## src/rtl/slatch_pkg.sv

```systemverilog
// Shared types and defaults for the slatch_req latch-port requester.
//   state_e      : handshake FSM states (idle, request held, release wait)
//   DefDepth     : default pending-bit FIFO depth
//   DefTmoCycles : default ack-wait timeout in clk cycles
package slatch_pkg;

  typedef enum logic [1:0] {
    StIdle,
    StReq,
    StRel
  } state_e;

  localparam int unsigned DefDepth     = 4;
  localparam int unsigned DefTmoCycles = 15;

endpackage

```

## src/rtl/slatch_fifo.sv

```systemverilog
// 1-bit synchronous FIFO holding bits waiting to be sent to the latch port.
// Ports:
//   clk   : clock, rising edge
//   res   : synchronous active-high reset, empties the FIFO
//   push  : write wd (ignored while full, even with a pop at the same edge)
//   wd    : bit to write
//   pop   : discard head entry (ignored while empty)
//   rd    : head entry
//   full  : DEPTH entries held
//   empty : no entries held
module slatch_fifo
  import slatch_pkg::*;
#(
  parameter int unsigned DEPTH = DefDepth
) (
  input  logic clk,
  input  logic res,
  input  logic push,
  input  logic wd,
  input  logic pop,
  output logic rd,
  output logic full,
  output logic empty
);

  localparam int unsigned AW = $clog2(DEPTH);
  localparam int unsigned CW = AW + 1;

  logic [DEPTH-1:0] mem_q, mem_d;
  logic [AW-1:0]    wptr_q, wptr_d;
  logic [AW-1:0]    rptr_q, rptr_d;
  logic [CW-1:0]    cnt_q, cnt_d;
  logic             do_push, do_pop;

  assign full  = (cnt_q == CW'(DEPTH));
  assign empty = (cnt_q == '0);
  assign rd    = mem_q[rptr_q];

  always_comb begin
    do_push = push && !full;
    do_pop  = pop && !empty;
    mem_d   = mem_q;
    wptr_d  = wptr_q;
    rptr_d  = rptr_q;
    if (do_push) begin
      mem_d[wptr_q] = wd;
      wptr_d        = wptr_q + AW'(1);
    end
    if (do_pop) begin
      rptr_d = rptr_q + AW'(1);
    end
    // DEPTH is a power of two, so pointers wrap naturally.
    cnt_d = cnt_q + CW'(do_push) - CW'(do_pop);
  end

  always_ff @(posedge clk) begin
    if (res) begin
      mem_q  <= '0;
      wptr_q <= '0;
      rptr_q <= '0;
      cnt_q  <= '0;
    end else begin
      mem_q  <= mem_d;
      wptr_q <= wptr_d;
      rptr_q <= rptr_d;
      cnt_q  <= cnt_d;
    end
  end

endmodule

```

## src/rtl/slatch_req.sv

```systemverilog
// Four-phase requester: queues single bits and hands them one at a time to a
// latch port using a req/ack return-to-zero handshake.
// Optional feature macro: SLATCH_REQ_TIMEOUT_EN -- abandons a handshake after
// TMO_CYCLES cycles in REQ/REL, pulsing err and dropping the in-flight bit.
// Ports:
//   clk  : clock, rising edge
//   res  : synchronous active-high reset
//   wr   : push request for wd
//   wd   : bit to push
//   full : FIFO holds DEPTH entries
//   busy : FIFO non-empty or handshake in progress
//   req  : four-phase request to the latch port
//   d    : data presented with req
//   ack  : four-phase acknowledge from the latch port
//   err  : one-cycle timeout pulse (constant 0 without the timeout feature)
module slatch_req
  import slatch_pkg::*;
#(
  parameter int unsigned DEPTH      = DefDepth,
  parameter int unsigned TMO_CYCLES = DefTmoCycles
) (
  input  logic clk,
  input  logic res,
  input  logic wr,
  input  logic wd,
  output logic full,
  output logic busy,
  output logic req,
  output logic d,
  input  logic ack,
  output logic err
);

  if (DEPTH < 2 || DEPTH > 16 || (DEPTH & (DEPTH - 1)) != 0) begin : g_bad_depth
    $error("slatch_req: DEPTH must be a power of two in 2..16");
  end
  if (TMO_CYCLES < 1) begin : g_bad_tmo
    $error("slatch_req: TMO_CYCLES must be at least 1");
  end

  state_e state_q, state_d;
  logic   req_q, req_d;
  logic   d_q, d_d;
  logic   pop, head, empty;

  slatch_fifo #(
    .DEPTH(DEPTH)
  ) u_fifo (
    .clk  (clk),
    .res  (res),
    .push (wr),
    .wd   (wd),
    .pop  (pop),
    .rd   (head),
    .full (full),
    .empty(empty)
  );

`ifdef SLATCH_REQ_TIMEOUT_EN
  localparam int unsigned TW = $clog2(TMO_CYCLES + 1);
  logic [TW-1:0] tmo_q, tmo_d;
  logic          err_q, err_d;
`endif

  always_comb begin
    state_d = state_q;
    req_d   = req_q;
    d_d     = d_q;
    pop     = 1'b0;
`ifdef SLATCH_REQ_TIMEOUT_EN
    tmo_d   = tmo_q;
    err_d   = 1'b0;
`endif
    unique case (state_q)
      StIdle: begin
        // ack still high means the responder has not released yet; wait.
        if (!empty && !ack) begin
          pop     = 1'b1;
          d_d     = head;
          req_d   = 1'b1;
          state_d = StReq;
`ifdef SLATCH_REQ_TIMEOUT_EN
          tmo_d   = '0;
`endif
        end
      end
      StReq: begin
        if (ack) begin
          req_d   = 1'b0;
          state_d = StRel;
`ifdef SLATCH_REQ_TIMEOUT_EN
          tmo_d   = '0;
        end else begin
          tmo_d   = tmo_q + TW'(1);
`endif
        end
      end
      StRel: begin
        if (!ack) begin
          state_d = StIdle;
`ifdef SLATCH_REQ_TIMEOUT_EN
        end else begin
          tmo_d   = tmo_q + TW'(1);
`endif
        end
      end
      default: begin
        state_d = StIdle;
        req_d   = 1'b0;
      end
    endcase
`ifdef SLATCH_REQ_TIMEOUT_EN
    // Timeout only fires when the handshake made no progress this cycle.
    if (state_q != StIdle && state_d == state_q && tmo_q == TW'(TMO_CYCLES - 1)) begin
      req_d   = 1'b0;
      err_d   = 1'b1;
      state_d = StIdle;
      tmo_d   = '0;
    end
`endif
  end

  always_ff @(posedge clk) begin
    if (res) begin
      state_q <= StIdle;
      req_q   <= 1'b0;
      d_q     <= 1'b0;
`ifdef SLATCH_REQ_TIMEOUT_EN
      tmo_q   <= '0;
      err_q   <= 1'b0;
`endif
    end else begin
      state_q <= state_d;
      req_q   <= req_d;
      d_q     <= d_d;
`ifdef SLATCH_REQ_TIMEOUT_EN
      tmo_q   <= tmo_d;
      err_q   <= err_d;
`endif
    end
  end

  assign req  = req_q;
  assign d    = d_q;
  assign busy = !empty || (state_q != StIdle);
`ifdef SLATCH_REQ_TIMEOUT_EN
  assign err  = err_q;
`else
  assign err  = 1'b0;
`endif

endmodule

```

## config.mk

```make
export PLATFORM = sky130hd
export DESIGN_NAME = slatch_req
export DESIGN_NICKNAME = d
export VERILOG_FILES = /design/src/rtl/slatch_pkg.sv /design/src/rtl/slatch_fifo.sv /design/src/rtl/slatch_req.sv
export SDC_FILE = /design/constraint.sdc
export NUM_CORES = 1
export LEC_CHECK = 0
export CAP_MARGIN = 20
export CORE_UTILIZATION = 40
export DETAILED_ROUTE_END_ITERATION = 10
export GPL_ROUTABILITY_DRIVEN = 1
export MAX_ROUTING_LAYER = met4
export PLACE_DENSITY = 0.72
export SYNTH_ARGS = -nofsm -noshare
export SYNTH_HDL_FRONTEND = slang
export SYNTH_HIERARCHICAL = 1
export SYNTH_SLANG_ARGS = --single-unit
```

## constraint.sdc

```tcl
create_clock -name clk -period 2.5 [get_ports clk]
set_input_delay 0.375 -clock clk [delete_from_list [all_inputs] [get_ports clk]]
set_output_delay 0.375 -clock clk [all_outputs]
set_load 0.01 [all_outputs]
```

==> results of run 1 <==
[timing repair]
action,in CTS,in global routing
endpoints found under the setup margin,0,1
resized for setup,0,5
setup buffers,0,1
hold buffers,0,0
[how the worst max path moves through the flow]
| stage | startpoint | end | slack [ns] | cells after the start |
|---|---|---|---|---|
| after floorplan | u_fifo/cnt_q[1]$_SDFF_PP0_ | u_fifo/cnt_q[2]$_SDFF_PP0_ | 0.04 | 12 |
| after CTS | u_fifo/cnt_q[1]$_SDFF_PP0_ | u_fifo/cnt_q[2]$_SDFF_PP0_ | 0.03 | 13 |
| after detailed placement | ack | u_fifo/cnt_q[2]$_SDFF_PP0_ | -0.05 | 12 |
| after global routing | ack | u_fifo/cnt_q[2]$_SDFF_PP0_ | 0.005 | 12 |
| final | ack | u_fifo/cnt_q[2]$_SDFF_PP0_ | 0.15 | 12 |
| after global placement | ack | u_fifo/cnt_q[2]$_SDFF_PP0_ | 0.004 | 12 |
[sequential cells by signal, summed over array words and instances (netlist names)]
| register | cells |
|---|---|
| d | 1 |
| req | 1 |
| state_q | 2 |
| u_fifo/cnt_q | 3 |
| u_fifo/mem_q | 4 |
| u_fifo/rptr_q | 2 |
| u_fifo/wptr_q | 2 |
[synth_stat cells]
library cell  count  area [sq um]
a2111oi_2         1         15.01
a21oi_1           1         5.000
and2_1            1         6.260
and2_4            1         8.760
and3_1            1         6.260
buf_2             1         5.000
buf_4             1         7.510
clkbuf_1          1         3.750
conb_1            1         3.750
dfxtp_1          15         300.3
fa_1              1         20.02
ha_1              6         75.07
inv_1            10         37.54
mux2_4            1         15.01
mux2i_1           5         50.05
mux4_2            1         22.52
nand2_1           1         3.750
nand2b_1          7         43.79
nand3_1           5         25.02
nand4b_1          1         8.760
nor2_1            5         18.77
nor2b_1           2         12.51
nor3_1            2         10.01
nor3b_1           1         7.510
nor4_4            1         21.27
o21ai_0           1         5.000
o31a_2            1         10.01
o31ai_1           2         15.01
or3_1             1         6.260
or3b_1            1         8.760
xor2_1            3         26.28
[final cells by class]
cell class              count  share of cell area
well taps                  25             0.03157
clock buffers               3             0.02273
repair buffers             15              0.1338
multi-input cells          54              0.4596
flip-flops and latches     15              0.3093
clock inverters             1            0.005051
inverters                  10             0.03788
[cells by family after synthesis]
group,share of synthesized area
xor gates and xnor gates,0.03267
AOI/OAI and AO/OA,0.06219
adders and majority gates,0.1182
DFF,0.3733
buffers and inverters,0.06687
other,0.004661
and+or+nand+nor,0.2333
muxes,0.1089
[worst max-delay path, stage by stage]
cell and delay (ns):
clkdlybuf4s50_1 0.45, nor4_4 0.26, o31ai_2 0.12, inv_1 0.08
ha_1 0.22, inv_1 0.05, ha_1 0.13, inv_1 0.05
fa_1 0.37, xor2_1 0.16, and2_1 0.15, nor3_1 0.11
[power by group through the flow]
stage	logic, mW	clock network (mW)	registers [mW]
finish	0.417	0.137	0.354
global route	0.470	0.157	0.364
CTS	0.405	0.144	0.348
detailed placement	0.401	0	0.354
global placement	0.385	0	0.351
floorplan	0.249	0	0.345
[metrics by stage]
step / power [mW] / cells / setup slack (ns) / hold slack [ns]
after floorplan: 0.5940 / 82 / 0.04283 / 0.4486
after global placement: 0.7364 / 118 / 0.004017 / 0.4616
after detailed placement: 0.7542 / 118 / -0.04697 / 0.4729
after CTS: 0.8969 / 122 / 0.02984 / 0.4884
after global routing: 0.9905 / 123 / 0.004687 / 0.5204
final: 0.9087 / 123 / 0.1495 / 0.4807
[layer usage]
metal / vias up / wire (microns) / global-route usage
met5: - / 0 / -
met4: 0 / 11 / 0.05143
met3: 2 / 30 / 0.05769
met2: 6 / 629 / 0.2361
met1: 286 / 694 / 0.1910
li1: 302 / - / -
==> metrics.md, run 1 <==
| Metric | Value |
|---|---|
| Crit start category | primary input |
| Final RePlAce weighted congestion | 0.7087 |
| WS Path Type | primary input to flip-flop |
| Fmax | 0.4254 GHz |
| FF-to-FF Start | u_fifo/cnt_q[2]$_SDFF_PP0_ |
| Final Net Count | 111 |
| P_sw | 318.2 uW |
| Cell variety after synth | 31 |
| Clock share of power | 0.151 |
| Antenna violation net count after detailed routing | 0 |
| Pint | 590.5 uW |
| Syn Nets | 94 |
| Post-Syn Area | 804.5 sq um |
| Core area | 0.001802 sq mm |
| CTS buffer count | 3 |
| Post-Layout Inst Area | 991.0 sq um |
| Yosys reg bits | 15 |
| Static leakage | 0.4450 nW |
| Routed WL per cell | 11.10 microns |
| Share of cells above drive strength 1 | 0.2143 |
| Die ar. | 0.002194 sq mm |
| Final Hold Viols | 0 |
| Post-route DRC | 0 |
| GRT Util Overall | 0.1559 |
| Worst Hold Launch | d$_SDFFE_PP0P_ |
| Crit end category | flip-flop |
| Tmin final | 2.351 ns |
| GRT overflow | 0 |
| Router iterations before antenna repair | 4 |
| Sequential fraction of design power | 0.390 |
| DIE WIDTH | 46.85 microns |
| Iter 0 DRT Violations | 6 |
| Fillcell total | 168 |
| Hold EP | d$_SDFFE_PP0P_ |
| RSZ-0062 raised after global routing | no |
| CP Max Fanout | 2 |
| Power Density | 917.0 mW/mm^2 |
| CTS tree | done |
| Headroom to the max-slew limit | 0.6105 |
| Hold depth | 2 |
| Final cycle utilization of the critical path | 0.9402 |
| Max-Cap Viols | 0 |
| Clk buf depth | 2 |
| Final setup skew | 0.005191 ns |
| Port bufs | 8 |
| Setup TNS | 0 ns |
| Vias | 596 |
| Initial Util | 0.4465 |
| Max Slew Vio Count | 0 |
| Root Driver | clkbuf_4 |
| Initial antenna violation count | 0 |
| Vias in the first global route | 554 |
| Syn_area_per_cell | 9.811 sq um |
| DP HPWL | 1015 microns |
| Logic gate share of total power | 0.459 |
| Post-synthesis sequential area ratio | 0.3733 |
| H-tree depth | 1 |
| Diodes inserted | 0 |
| Worst reg2reg path depth | 11 |
| Setup slack, reg-to-reg | 0.18 ns |
| Largest net degree at the start of global routing | 19 |
| Worst vdd ir | 0.5365 mV |
| # IOs | 10 |
| Row cnt | 15 |
| Cell count after synthesis | 82 |
| Commonest non-fill, non-tap cell in the layout | dfxtp_1 |
| Routed WL | 1365 microns |
| Critical Path RT | 2.69 ns |
| Clk sinks | 15 |
| Sw Share | 0.3502 |
| Hold Crit Class | flip-flop to flip-flop |
| Final core occ | 0.5500 |
| Reg-to-reg endpoint | u_fifo/cnt_q[2]$_SDFF_PP0_ |
| Ys Warns | 6 |
| Final setup viols | 0 |
| Multi-input logic area | 455.4 sq um |
| Via density | 4.846 |
| Register area | 306.5 sq um |
| Arrival time worst endpoint | 2.54 ns |
| Status | completed |
| Worst-Margin Slew | 0.5824 ns |
| Global-route wire length before repair | 2290 microns |
| Die Y | 46.85 microns |
| Placed cell area | 944.7 sq um |
| Layout area overhead | 23.17% |
| Most frequent cells in the layout | dfxtp_1, inv_1, clkdlybuf4s50_1 |
| Clk_lat worst skew | 0.28 ns |
| Clk pin slew, worst setup/hold paths | 0.09 ns |
No activity file was read; power rests on OpenSTA's default activity.
==> run 2: changes to the inputs <==
--- a/config.mk
+++ b/config.mk
@@ -10,7 +10,7 @@
 export DETAILED_ROUTE_END_ITERATION = 10
 export GPL_ROUTABILITY_DRIVEN = 1
 export MAX_ROUTING_LAYER = met4
-export PLACE_DENSITY = 0.72
+export PLACE_DENSITY = 0.7
 export SYNTH_ARGS = -nofsm -noshare
 export SYNTH_HDL_FRONTEND = slang
 export SYNTH_HIERARCHICAL = 1
==> constraint.sdc (replaced) <==
create_clock -name clk -period 2.58 [get_ports clk]
set_input_delay 0.387 -clock clk [delete_from_list [all_inputs] [get_ports clk]]
set_output_delay 0.387 -clock clk [all_outputs]
set_load 0.01 [all_outputs]
==> run 2 against run 1 <==
Sequential power shrank 3%. Sequential share of layout area shrank 0.17 points. Hold slack lost 0.0059 ns. Setup slack gained 0.061 ns. Global-route usage shrank 0.54 points. Wire length shrank 6.1%. Flip-flop and latch count is the same. First-iteration DRC count grew 17%. Combinational power shrank 7.4%. Critical path type is now flip-flop to flip-flop. Largest cell class unchanged. Highest routed layer unchanged.
==> metrics.md, run 2 (same netlist as run 1, synthesis figures left out) <==
| Metric | Value |
|---|---|
| Diodes inserted | 0 (unchanged) |
| Routed WL per cell | 10.51 microns (was 11.10 microns) |
| Clock share of power | 0.151 (about the same) |
| Layout area overhead | 21.31% (was 23.17%) |
| Final setup viols | 0 (unchanged) |
| Crit end category | flip-flop (unchanged) |
| GRT Util Overall | 0.1505 (was 0.1559) |
| Antenna violation net count after detailed routing | 0 (unchanged) |
| Setup slack, reg-to-reg | 0.21 ns (was 0.18 ns) |
| Die ar. | 0.002194 sq mm (unchanged) |
| Most frequent cells in the layout | dfxtp_1, inv_1, clkdlybuf4s50_1 (unchanged) |
| H-tree depth | 1 (unchanged) |
| Multi-input logic area | 455.4 sq um (unchanged) |
| Largest Register | u_fifo/mem_q (unchanged) |
| Arrival time worst endpoint | 2.57 ns (was 2.54 ns) |
| Final Net Count | 110 (was 111) |
| Register area | 300.3 sq um (was 306.5 sq um) |
| Final setup skew | 0.001697 ns (was 0.005191 ns) |
| Row cnt | 15 (unchanged) |
| DIE WIDTH | 46.85 microns (unchanged) |
| Root Driver | clkbuf_4 (unchanged) |
| Crit start category | flip-flop (was primary input) |
| Post-route DRC | 0 (unchanged) |
| RSZ-0062 raised after global routing | no (unchanged) |
| Clk pin slew, worst setup/hold paths | 0.08 ns (was 0.09 ns) |
| CP Max Fanout | 4 (was 2) |
| Vias | 561 (was 596) |
| Final Hold Viols | 0 (unchanged) |
| Resized cells post-CTS | 0 (unchanged) |
| Final cycle utilization of the critical path | 0.9183 |
| Fmax | 0.4221 GHz |
| Core area | 0.001802 sq mm (unchanged) |
| Reg-to-reg endpoint | u_fifo/cnt_q[2]$_SDFF_PP0_ (unchanged) |
| Die Y | 46.85 microns (unchanged) |
| Largest net degree at the start of global routing | 19 (unchanged) |
| Top flop regs | u_fifo/mem_q: 4 flops, u_fifo/cnt_q: 3 flops (unchanged) |
| Headroom to the max-slew limit | 0.6216 (was 0.6105) |
| CTS Hold Buffers Added | 0 (unchanged) |
| Max FFs per register | 4 (unchanged) |
| Post CTS Setup Buffer Count | 0 (unchanged) |
| WS Path Type | flip-flop to flip-flop (was primary input to flip-flop) |
| Status | completed (unchanged) |
| Pint | 561.2 uW (was 590.5 uW) |
| Via density | 4.598 (was 4.846) |
| P_sw | 296.8 uW (was 318.2 uW) |
| Worst vdd ir | 0.4291 mV (was 0.5365 mV) |
| Final RePlAce weighted congestion | 0.7434 (was 0.7087) |
| Sw Share | 0.3459 (was 0.3502) |
| Vias in the first global route | 515 (was 554) |
| Initial Util | 0.4465 (unchanged) |
| Commonest non-fill, non-tap cell in the layout | dfxtp_1 (unchanged) |
| Port bufs | 8 (unchanged) |
| Hold Crit Class | flip-flop to flip-flop (unchanged) |
| Clk buf depth | 2 (unchanged) |
| Crit path capture | u_fifo/cnt_q[2]$_SDFF_PP0_ (unchanged) |
| Static leakage | 0.4394 nW (was 0.4450 nW) |
| FF-to-FF Start | u_fifo/cnt_q[2]$_SDFF_PP0_ (unchanged) |
| Iter 0 DRT Violations | 7 (was 6) |
| Router iterations before antenna repair | 4 (unchanged) |
| Setup TNS | 0 ns (unchanged) |
| Sequential fraction of design power | 0.400 (was 0.390) |
| Clk sinks | 15 (unchanged) |
| Logic gate share of total power | 0.450 (was 0.459) |
| Fillcell total | 170 (was 168) |
| Share of cells above drive strength 1 | 0.1649 (was 0.2143) |
| Tmin final | 2.369 ns |
| GRT overflow | 0 (unchanged) |
| CTS buffer count | 3 (unchanged) |
| DP Worst Slack | 0.02350 ns (was -0.04697 ns) |
| Critical Path RT | 2.78 ns (was 2.69 ns) |
| Max-Cap Viols | 0 (unchanged) |
| # IOs | 10 (unchanged) |
| Worst-Margin Slew | 0.5658 ns (was 0.5824 ns) |
| Max Slew Vio Count | 0 (unchanged) |
| CP startpoint | u_fifo/cnt_q[2]$_SDFF_PP0_ (was ack) |
| Initial antenna violation count | 0 (unchanged) |
| Routed WL | 1282 microns (was 1365 microns) |
| Clk_lat worst skew | 0.28 ns (about the same) |
| CTS tree | done (unchanged) |
| Power Density | 879.1 mW/mm^2 (was 917.0 mW/mm^2) |
| Final WS setup | 0.2109 ns (was 0.1495 ns) |
| DP HPWL | 982.9 microns (was 1015 microns) |
| Worst reg2reg path depth | 11 (unchanged) |
| Global-route wire length before repair | 2159 microns (was 2290 microns) |
run 2: cell count changes in the layout (fill, tap and decap cells not counted), sizes merged:
cell,previous run,this run
buf,7,6
clkbuf,3,4
clkinv,1,0
run 2: layer usage:
layer  share of wire  wire length (microns)  vias up  GRT usage
li1                -                      -      306          -
met1            0.51                    657      245     0.1805
met2            0.45                    571        8     0.2222
met3           0.033                     42        2    0.05769
met4          0.0078                     10        0    0.06857
met5               0                      0        -          -
run 2: layout make-up:
class,count,area share
Multi-Input combinational cell,54,0.4667
Sequential cell,15,0.3077
Timing Repair Buffer,14,0.1282
Inverter,10,0.03846
Tap cell,25,0.03205
Clock buffer,4,0.02692
run 2: worst min-delay path by stage:
| stage | start | endpoint | slack (ns) | cells past startpoint |
|---|---|---|---|---|
| CTS | d$_SDFFE_PP0P_ | d$_SDFFE_PP0P_ | 0.48 | 2 |
| finish | d$_SDFFE_PP0P_ | d$_SDFFE_PP0P_ | 0.47 | 2 |
| global placement | d$_SDFFE_PP0P_ | d$_SDFFE_PP0P_ | 0.46 | 2 |
| floorplan | u_fifo/mem_q[3]$_SDFFE_PP0P_ | u_fifo/mem_q[3]$_SDFFE_PP0P_ | 0.45 | 2 |
| detailed placement | d$_SDFFE_PP0P_ | d$_SDFFE_PP0P_ | 0.46 | 2 |
| global route | u_fifo/mem_q[3]$_SDFFE_PP0P_ | u_fifo/mem_q[3]$_SDFFE_PP0P_ | 0.51 | 2 |
run 2: through the flow:
step / utilization / hold slack (ns) / instance area [sq um] / power, mW / instances
floorplan: - / 0.4486 / 804.5 / 0.5756 / 82
global placement: 0.5243 / 0.4639 / 944.7 / 0.7177 / 118
detailed placement: 0.5243 / 0.4647 / 944.7 / 0.7308 / 118
CTS: 0.5389 / 0.4806 / 970.9 / 0.8640 / 122
global route: 0.5417 / 0.5051 / 975.9 / 0.9349 / 122
finish: 0.5417 / 0.4747 / 975.9 / 0.8580 / 122
run 2: power groups by stage:
stage / combinational [mW] / sequential, mW / clock [mW]
floorplan: 0.241 / 0.334 / 0
global placement: 0.378 / 0.339 / 0
detailed placement: 0.386 / 0.345 / 0
CTS: 0.386 / 0.339 / 0.138
global route: 0.434 / 0.351 / 0.150
finish: 0.386 / 0.343 / 0.129
run 2: critical path, cell delays in order (launching register included):
cell and delay [ns]:
dfxtp_1 0.42, or3b_1 0.38, and2_4 0.18, inv_1 0.06, ha_1 0.22, inv_1 0.05
ha_1 0.13, inv_1 0.05, fa_1 0.37, xor2_1 0.16, and2_1 0.16, nor3_1 0.11
==> RTL edit 1: new RTL, config.mk and constraints of run 2 <==
Build with the macro `SLATCH_REQ_TIMEOUT_EN` defined.
--- a/src/rtl/slatch_req.sv
+++ b/src/rtl/slatch_req.sv
@@ -15,2 +15,4 @@
 //   err  : one-cycle timeout pulse (constant 0 without the timeout feature)
+`define SLATCH_REQ_TIMEOUT_EN
+
 module slatch_req
Formal check against the unedited RTL: no difference found for any inputs over 10 cycles, from zero or initial values; that may be too few to reach the edited logic, so the function may still have changed.
==> RTL edit 1 against run 2 <==
Cell area grew 43%. Area after synthesis rose by 45%. Wire length up 70%. Power increased by 46%. Setup slack worse by 0.025 ns. Sequential cell count is 5 higher. Combinational power is 48% higher. Die area increased by 43%. Critical endpoint unchanged. Largest power group unchanged.
==> RTL edit 1: results (changes against run 2) <==
Clock Network Area Fraction - 0.0375 (+0.0106)
Status - finished clean
Fillcell total - 265 (+56%)
DP HPWL - 1680 um (+71%)
Minimum clock period after layout - 2.39 ns (+0.0249 ns)
Layout cells sized above 1 - 0.159 (-0.00633)
Total power divided by cell area - 896 mW/mm2 (+1.9%)
Count of input and output buffers - 9 (+1)
Max IR drop VDD - 0.638 mV (+49%)
Share of cell area taken by muxes after synthesis - 0.0848 (-0.0241)
Invs w/o clock - 12 (+2)
FF-to-FF Start - state_q[1]
Cells after synthesis - 126 (+54%)
Seq cells post-synth - 20 (+5)
Largest registers ranked by flip-flop count - tmo_q x4, u_fifo/mem_q x4, u_fifo/cnt_q x3
Core Rows - 19 (+4)
Wire length of the first global-routing pass - 3800 um (+76%)
Area after detailed placement - 0.00134 mm2 (+42%)
WL per Instance - 12.4 um (+18%)
Synth Area in Adders - 0.146 (+0.0277)
Post-synthesis share of cell area spent on xor and xnor gates - 0.0150 (-0.0176)
Worst reg-to-reg setup slack - 0.19 ns (-0.02 ns)
DRT iter0 DRCs - 24 (+17)
Sequential-cell power consumption - 424 uW (+24%)
Pre-CTS WS - -0.0771 ns (-0.101 ns)
Static Leakage - 0.000605 uW (+38%)
CP top delay family - adder cells
Register-to-Register Path Depth - 13 (+2)
Buffer share of cell area - 0.113 (-0.0156)
Clk slew on worst S/H paths - 0.12 ns (+0.04 ns)
Multi-input gate area in the final layout - 706 um2 (+55%)
Synth cell count leaders - sky130_fd_sc_hd__dfxtp_1, sky130_fd_sc_hd__ha_1, sky130_fd_sc_hd__inv_1
Area of all sequential standard cells - 400 um2 (+33%)
Worst skew pair latency - 0.30 ns (+0.02 ns)
Non-Clock Buffer Count - 18 (+4)
Final core utilization - 0.508 (-0.0340)
Net count after synthesis - 144 (+53%)
==> RTL edit 1: cell types whose count changed after synthesis, moves of 5 or more <==
| cell | delta |
|---|---|
| sky130_fd_sc_hd__a21oi_1 | +5 |
| sky130_fd_sc_hd__dfxtp_1 | +5 |
| sky130_fd_sc_hd__ha_1 | +6 |
| sky130_fd_sc_hd__nand2_1 | +5 |
| sky130_fd_sc_hd__o21ai_0 | +5 |
==> RTL edit 1: layer usage <==
| layer | track usage | routed length (um) | up-vias | part of all wire |
|---|---|---|---|---|
| met5 | - | 0 | - | 0 |
| met4 | 0.0244 | 0 | 0 | 0 |
| met3 | 0.0512 | 69 | 0 | 0.032 |
| met2 | 0.279 | 1140 | 10 | 0.53 |
| met1 | 0.167 | 960 | 433 | 0.44 |
| li1 | - | - | 483 | - |
==> RTL edit 1: tightest hold or removal path, delay by kind of cell, from the launching register on <==
kind | cells | cell delay [ns]
DFF | 1 | 0.33
muxes | 1 | 0.06
and+or+nand+nor | 1 | 0.06
==> RTL edit 2: new RTL, flow settings as in run 2 <==
Made on the original files. The package constant `DefDepth` goes from 4 to 8.
--- a/src/rtl/slatch_pkg.sv
+++ b/src/rtl/slatch_pkg.sv
@@ -12,3 +12,3 @@
 
-  localparam int unsigned DefDepth     = 4;
+  localparam int unsigned DefDepth     = 8;
   localparam int unsigned DefTmoCycles = 15;
Check against the original RTL: not equivalent (a bounded check fails within 10 cycles, from zero or initial values).
==> RTL edit 2 against run 2 <==
The flow now finishes with violations (design-rule violations). Power increased by 31%. Setup slack worse by 0.029 ns. Fmax fell by 1.2%. Sequential share of layout area grew 0.41 points. Area after synthesis rose by 56%. Wire length grew 70%. Cell area grew 45%. Sequential cell count up 7.
==> RTL edit 2: results (changes against run 2) <==
Status - finished, violations left
Failing checks - design-rule violations
Cells after synthesis - 125 (+52%)
DRC errors left - 2 (+2)
DP HPWL - 1680 um (+71%)
Nets - 151 (+37%)
Final weighted congestion of routability-driven global placement - 0.793 (+6.7%)
Static Leakage - 0.000617 uW (+40%)
Max IR drop VDD - 0.335 mV (-22%)
Ys Warns - 6 (unchanged)
Post-synth cell types - 37 (+19%)
Via count normalized by instance count - 5.28 (+15%)
Layout cells sized above 1 - 0.154 (-0.0105)
Net count after synthesis - 139 (+48%)
CTS max path bufs - 2 (unchanged)
Wire length of the first global-routing pass - 3900 um (+81%)
Sequential fraction of the synthesis area - 0.351 (-0.0220)
Number of cells after detailed placement - 163 (+38%)
Worst skew pair latency - 0.30 ns (+0.02 ns)
Clk slew on worst S/H paths - 0.12 ns (+0.04 ns)
Worst setup path endpoint - full
Hold Crit Start - u_fifo/mem_q[7]
Register-to-Register Path Depth - 12 (+1)
Worst reg-to-reg setup slack - 0.19 ns (-0.02 ns)
Critical Path Fanout Max - 11 (+7)
Synth cell count leaders - sky130_fd_sc_hd__dfxtp_1, sky130_fd_sc_hd__nand2b_1, sky130_fd_sc_hd__inv_1
Maximum number of pins on one net before global-route repair - 20 (+1)
Least-Margin Pin Slew - 0.555 ns (-0.0112 ns)
Global-route total usage across every layer - 0.157 (+0.00607)
Number of iterations in the first detailed-routing pass - 7 (+3)
DRT iter0 DRCs - 5 (-2)
Total wire length after detailed routing - 2180 um (+70%)
Largest registers ranked by flip-flop count - u_fifo/mem_q x8, u_fifo/cnt_q x4
Largest cells by area after synthesis - sky130_fd_sc_hd__dfxtp_1, sky130_fd_sc_hd__ha_1, sky130_fd_sc_hd__mux2i_1
Vias in the first global route - 941 (+83%)
Number of vias in the routed layout - 882 (+57%)
Worst Clk Skew - 0.0110 ns (+0.00926 ns)
==> RTL edit 2: worst min-delay path by stage <==
| stage | end | depth (start not counted) |
|---|---|---|
| 3_5_place_dp | u_fifo/mem_q[7] | 2 |
| 3_3_place_gp | d | 2 |
| 2_1_floorplan | u_fifo/mem_q[2] | 2 |
| 5_1_grt | u_fifo/mem_q[6] | 2 |
| 6_report | u_fifo/mem_q[7] | 2 |
| 4_1_cts | u_fifo/mem_q[7] | 2 |
==> RTL edit 2: worst max-delay path, cell delays in order, from the launching register on <==
cell	delay (ns)
sky130_fd_sc_hd__dfxtp_1	0.32
sky130_fd_sc_hd__inv_1	0.10
sky130_fd_sc_hd__ha_1	0.16
sky130_fd_sc_hd__or3b_4	0.46
sky130_fd_sc_hd__inv_1	0.13
sky130_fd_sc_hd__clkdlybuf4s50_1	0.54
==> RTL edit 2: report_power, final <==
group          leakage (uW)  internal (uW)  total [uW]  switching [uW]
combinational      0.000417            259         483             224
sequential         0.000179            396         453            57.4
clock             0.0000210           86.1         184            97.8
total              0.000617            740        1120             379
==> RTL edit 2: cell type report <==
| class | count | area (um2) |
|---|---|---|
| Tap cell | 31 | 38.8 |
| Fill cell | 278 | 1440 |
| Inverter | 11 | 41.3 |
| Clock buffer | 4 | 36.3 |
| Sequential cell | 22 | 440 |
| Timing Repair Buffer | 13 | 118 |
| Multi-Input combinational cell | 86 | 738 |
==> RTL edit 2: cells by family (layout without fill, tap and decap cells) <==
group           Yosys count  in the layout  share of synthesized area
buf+inv                  17             28                     0.0659
xor+xnor                  2              2                     0.0140
fa+ha+maj                 9              9                     0.0958
simple gates             48             48                      0.256
flops                    22             22                      0.351
other cells               1              1                    0.00299
mux                      15             15                      0.155
compound gates           11             11                     0.0589
==> RTL edit 2: layer usage <==
metal / up-vias / share of wire / GRT usage
li1: 452 / - / -
met1: 417 / 0.45 / 0.164
met2: 11 / 0.52 / 0.294
met3: 2 / 0.028 / 0.0402
met4: 0 / 0.0046 / 0.0306
met5: - / 0 / -
==> RTL edit 2: through the flow <==
step	area [um2]	worst slack [ns]	hold WS [ns]
after floorplan	1250	0.150	0.448
after global routing	1410	0.0301	0.516
after CTS	1410	0.0768	0.490
final	1410	0.182	0.480
after detailed placement	1370	0.0622	0.474
after global placement	1370	0.209	0.460
==> RTL edit 2: what timing repair did <==
action                     CTS  global route
gates resized for setup      0             2
setup endpoints to repair    0             1
hold buffers                 0             0
hold endpoints to repair     0             0
setup buffers                0             0
